`config.mk`:
```
export PLATFORM = sky130hd
export DESIGN_NAME = mod_cntr_gen
export DESIGN_NICKNAME = d
export VERILOG_FILES = /design/src/rtl/mod_cntr_gen.sv
export SDC_FILE = /design/constraint.sdc
export NUM_CORES = 1
export LEC_CHECK = 0
export BUFFER_PORTS_ARGS = -buffer_cell sky130_fd_sc_hd__buf_2
export CAP_MARGIN = 20
export CORE_AREA = 8 8 45 47
export CTS_CLUSTER_SIZE = 10
export DETAILED_ROUTE_END_ITERATION = 7
export DIE_AREA = 0 0 53 55
export PLACE_DENSITY_LB_ADDON = 0.08
export SLEW_MARGIN = 0
export SYNTH_ARGS = -nofsm -noshare
export SYNTH_HDL_FRONTEND = slang
export SYNTH_SLANG_ARGS = --single-unit
```
`constraint.sdc`:
```
create_clock -name clk -period 3.1 [get_ports clk]
set_input_delay 0.155 -clock clk [delete_from_list [all_inputs] [get_ports clk]]
set_output_delay 0.155 -clock clk [all_outputs]
set_load 0.01 [all_outputs]
```
`src/rtl/mod_cntr_gen.sv`:
```
// mod_cntr_gen: parametrised modulo-MODULUS up/down counter.
//   - Counts 0..MODULUS-1 with enable and direction.
//   - Synchronous load with range check; out-of-range loads raise load_err.
//   - wrap pulses for one cycle when the count crosses the modulo boundary.
//   - Synchronous, active-high reset_ loads INIT.
// Optional build macro: MOD_CNTR_FORMAL_EN embeds invariant properties and
// covers. Without it the module has no properties and behaves identically.
module mod_cntr_gen #(
    parameter int unsigned WIDTH   = 4,
    parameter int unsigned MODULUS = 10,
    parameter int unsigned INIT    = 0
) (
    input  logic             clk,
    input  logic             reset_,
    input  logic             en,
    input  logic             up,
    input  logic             load,
    input  logic [WIDTH-1:0] load_val,
    output logic [WIDTH-1:0] cnt,
    output logic             wrap,
    output logic             load_err,
    output logic             at_term
);

    // All arithmetic is done one bit wider than the counter so that
    // MODULUS == 2**WIDTH is representable and no wrap relies on overflow.
    localparam logic [WIDTH:0] MOD_EXT  = (WIDTH+1)'(MODULUS);
    localparam logic [WIDTH:0] TOP_EXT  = (WIDTH+1)'(MODULUS - 1);
    localparam logic [WIDTH:0] INIT_EXT = (WIDTH+1)'(INIT);
    localparam logic [WIDTH:0] ONE_EXT  = (WIDTH+1)'(1);
    localparam logic [WIDTH:0] ZERO_EXT = (WIDTH+1)'(0);

    // The state register carries the extra bit too; it is always zero
    // because every value written into it is below MODULUS.
    logic [WIDTH:0] cnt_q;
    logic [WIDTH:0] cnt_d;
    logic           wrap_q;
    logic           wrap_d;
    logic           load_err_q;
    logic           load_err_d;
    logic [WIDTH:0] load_ext_s;

    assign load_ext_s = {1'b0, load_val};

    // Next-state: load beats count beats hold; load_val is only looked at when load=1.
    always_comb begin
        cnt_d      = cnt_q;
        wrap_d     = 1'b0;
        load_err_d = 1'b0;
        if (load) begin
            if (load_ext_s < MOD_EXT) begin
                cnt_d = load_ext_s;
            end else begin
                load_err_d = 1'b1;
            end
        end else if (en) begin
            if (up) begin
                if (cnt_q == TOP_EXT) begin
                    cnt_d  = ZERO_EXT;
                    wrap_d = 1'b1;
                end else begin
                    cnt_d = cnt_q + ONE_EXT;
                end
            end else begin
                if (cnt_q == ZERO_EXT) begin
                    cnt_d  = TOP_EXT;
                    wrap_d = 1'b1;
                end else begin
                    cnt_d = cnt_q - ONE_EXT;
                end
            end
        end else begin
            cnt_d = cnt_q;
        end
    end

    // State register with synchronous reset to INIT; reset overrides load and en.
    always_ff @(posedge clk) begin
        if (reset_) begin
            cnt_q      <= INIT_EXT;
            wrap_q     <= 1'b0;
            load_err_q <= 1'b0;
        end else begin
            cnt_q      <= cnt_d;
            wrap_q     <= wrap_d;
            load_err_q <= load_err_d;
        end
    end

    // Terminal-count flag follows the current direction, so it is combinational.
    always_comb begin
        at_term = 1'b0;
        if (up) begin
            at_term = (cnt_q == TOP_EXT);
        end else begin
            at_term = (cnt_q == ZERO_EXT);
        end
    end

    assign cnt      = cnt_q[WIDTH-1:0];
    assign wrap     = wrap_q;
    assign load_err = load_err_q;

`ifdef MOD_CNTR_FORMAL_EN
    logic formal_valid_r = 1'b0;

    // Marks that at least one clock edge has elapsed since the initial state.
    always_ff @(posedge clk) begin
        formal_valid_r <= 1'b1;
    end

    // Count never leaves the legal range.
    a_cnt_range: assert property (@(posedge clk) disable iff (!formal_valid_r || reset_)
        cnt_q < MOD_EXT);

    // A wrap can only follow an enabled, non-load cycle sitting on the terminal value.
    a_wrap_cause: assert property (@(posedge clk) disable iff (!formal_valid_r || reset_)
        wrap_q |-> $past(en && !load && at_term));

    // A rejected load can only follow an out-of-range load request.
    a_err_cause: assert property (@(posedge clk) disable iff (!formal_valid_r || reset_)
        load_err_q |-> $past(load && (load_ext_s >= MOD_EXT)));

    // Wrap and rejected load are mutually exclusive.
    a_excl: assert property (@(posedge clk) disable iff (!formal_valid_r || reset_)
        !(wrap_q && load_err_q));

    // The first cycle after reset shows INIT.
    a_init: assert property (@(posedge clk) disable iff (!formal_valid_r || reset_)
        $past(reset_) |-> (cnt_q == INIT_EXT));

    c_up_wrap:   cover property (@(posedge clk) disable iff (reset_) wrap_q && cnt_q == ZERO_EXT);
    c_down_wrap: cover property (@(posedge clk) disable iff (reset_) wrap_q && cnt_q == TOP_EXT);
    c_load_err:  cover property (@(posedge clk) disable iff (reset_) load_err_q);
`endif

endmodule

```
==> reports/qor.csv <==
stage;metric;value;unit
sta;min_period;1850;ps
sta;maxSlewHeadroom;0.726;
sta;skew;6.83;ps
clock_tree;cts_tree;done;
detailed_routing;drc;0;
detailed_routing;wl_per_cell;14.3;um
floorplanning;rows;14;
floorplanning;dieHeight;55;um
detailed_routing;num_vias;552;
synthesis;synthCells;74;
clock_tree;cts_setup_buffers;0;
sta;tightest_slew;410;ps
setup_path;startpoint;cnt_q[1]$_SDFFE_PP0P_;
finish;antennaDiodeCount;0;
setup_path;critPathSlowestCell;dfxtp_1;
sta;fmax;541;MHz
setup_path;r2r_cells;6;
setup_path;required;2940;ps
grt;grt_pass1_wl;2450;um
status;status;complete, no violations;
setup_path;r2r_end;cnt_q[2]$_SDFFE_PP0P_;
setup_path;cpMostUsedCell;nor2_1;
clock_tree;htreeDepth;1;
synthesis;synth_cell_types;34;
detailed_routing;avgViaCountPerCell;5.52;
setup_path;r2r-start;cnt_q[0]$_SDFFE_PP0P_;
setup_path;critPathMaxStageDelay;390;ps
setup_path;path_buf_inv;2;
detailed_routing;final_antenna_net_count;0;
grt;gr-total-overflow;0;
setup_path;path_depth;6;
setup_path;path_max_fanout;6;
synthesis;synth_nets;86;
grt;grtUsageTotal;0.109;
floorplanning;initial_utilization;0.425;
finish;final_nets;97;
clock_tree;cts_num_sinks;7;
grt;grt_max_degree;13;
power_and_ir_drop;irDropWorstVdd;196;uV
sta;rsz0062_at_grt;false;
clock_tree;clkLatencyLatePin;260;ps
sta;setup_viol_count_final;0;
detailed_routing;wirelength;1430;um
sta;finalCritPeriodShare;0.597;
clock_tree;cts_resized;0;
synthesis;yosysSeqAreaShare;0.238;
place;io_buffers;15;
finish;layout_commonest_cell;buf_2;
clock_tree;clkTransAtPathRegs;60;ps
grt;antenna_found_initial;0;
detailed_routing;dr.pass1.iters;4;
power_and_ir_drop;powerDensity;425;nW/um^2
synthesis;syn_avg_cell_area;7.95;um^2
clock_tree;root_buffer;clkbuf_4;
clock_tree;ctsHoldBuffers;0;
setup_path;critPathKind;flop to output port;
clock_tree;numCtsBuffers;3;
sta;maxSlewViolCount;0;
hold_path;hp-class;input pin to flop;
finish;final_cell_mix;buf_2, a21oi_1, dfxtp_1;
finish;drive_above_1_share;0.262;
setup_path;end_kind;output port;
clock_tree;clock_path_buffers;2;
floorplanning;die_area;2920;um^2
synthesis;yosys_warnings;0;
floorplanning;core_area;1380;um^2
sta;hold_viol_final;0;
place;gp_congestion;0.826;
setup_path;reg2reg_setup_slack;1370;ps
floorplanning;fp.dieW;53;um
place;dpl.hpwl;1030;um
floorplanning;pin_count;16;
setup_path;endpoint;at_term;
grt;grt_pass1_vias;575;
synthesis;netlist_area;588;um^2
finish;syn2layout_area_growth;9.57;%
sta;fin_setup_tns;0;ps
sta;holdWs;167;ps
setup_path;crit_chain;inv_1 -> ha_1 -> and4bb_4 -> nor2_1 -> nor2_1 -> buf_2;
setup_path;worstSetupStartpointType;flop;
detailed_routing;drtIter0Drc;21;
setup_path;arrival;1700;ps
setup_path;path_delay_family;simple AND/OR/NAND/NOR gates;
synthesis;ys_seq_elements;7;
job;cap_violations;0;
power_and_ir_drop;p_leak;0.304;nW
==> stage by stage <==
stage          setup WS, ps  power [mW]   util  instances  instance area, um^2
6_report               1250       0.274  0.466        100                  644
5_1_grt                1140       0.292  0.466        100                  644
4_1_cts                1250       0.273  0.466        100                  644
3_5_place_dp           1420       0.186  0.447         96                  618
3_3_place_gp           1440       0.188  0.447         96                  618
2_1_floorplan          1580       0.174      -         74                  588
==> Yosys cell counts, drive strengths merged <==
cell type  instances  area share
dfxtp              7        0.24
and4bb             1       0.028
nor2               6       0.038
clkbuf             1      0.0064
o32ai              1       0.015
mux2               1       0.019
nor3               3       0.026
o21ai              4       0.034
a211oi             1       0.013
a211o              1       0.015
nor4b              1       0.040
nand2              3       0.019
a311oi             1       0.015
nand3              3       0.026
nor3b              2       0.026
nor2b              1       0.011
o31ai              1       0.013
nor4               1       0.011
inv                5       0.032
a31oi              1       0.011
or2                1       0.011
nand4              1       0.011
a21o               1       0.013
a221oi             1       0.026
xnor2              1       0.015
o211a              1       0.017
ha                 3       0.064
buf                8        0.10
nand2b             2       0.021
a21oi             10       0.085
==> cell families after synthesis <==
family | after synthesis | synth area share
flops | 7 | 0.238
buf+inv | 14 | 0.143
fa+ha+maj | 3 | 0.0638
simple gates | 25 | 0.266
compound gates | 23 | 0.255
mux | 1 | 0.0191
xor+xnor | 1 | 0.0149
==> final cells by class <==
cell class	instances	area, um^2
Fill cell	150	739
Clock buffer	4	26.3
Timing Repair Buffer	15	75.1
Tap cell	16	20.0
Multi-Input combinational cell	53	364
Inverter	5	18.8
Sequential cell	7	140
==> per-layer routing <==
layer | share of wire | vias up | track usage
met4 | 0.031 | 0 | 0.0819
met2 | 0.43 | 24 | 0.154
met1 | 0.46 | 237 | 0.137
met5 | 0 | - | 0
met3 | 0.076 | 7 | 0.0321
li1 | - | 284 | -
==> worst reg2reg max path: cells and delay by family (launching register included) <==
kind                     cells  cell delay, ps
flip-flops                   1             430
multiplexers                 1             290
adder cells (fa/ha/maj)      1             260
AO/OA/AOI/OAI                3             530
buffers and inverters        1             120
==> where the power goes <==
group	total, mW	internal [mW]	leakage (nW)	switching, mW
Sequential	0.107	0.0958	0.0575	0.0114
Clock	0.0894	0.0495	0.0150	0.0399
Combinational	0.0773	0.0361	0.232	0.0413
Total	0.274	0.181	0.304	0.0926
==> how the worst min path moves through the flow <==
stage                 from                    end  slack [ps]  cells after the start
6_report            reset_  cnt_q[0]$_SDFFE_PP0P_         170                      2
5_1_grt             reset_  cnt_q[0]$_SDFFE_PP0P_         180                      2
4_1_cts             reset_  cnt_q[0]$_SDFFE_PP0P_         170                      2
3_5_place_dp        reset_  cnt_q[0]$_SDFFE_PP0P_         440                      2
3_3_place_gp        reset_  cnt_q[0]$_SDFFE_PP0P_         440                      2
2_1_floorplan  load_val[2]  cnt_q[2]$_SDFFE_PP0P_         330                      2
==> state kept, by name, summed over array words and instances, names as in the netlist <==
name,count
wrap,1
load_err,1
cnt_q,5
Power figures use the tool's default switching activity.
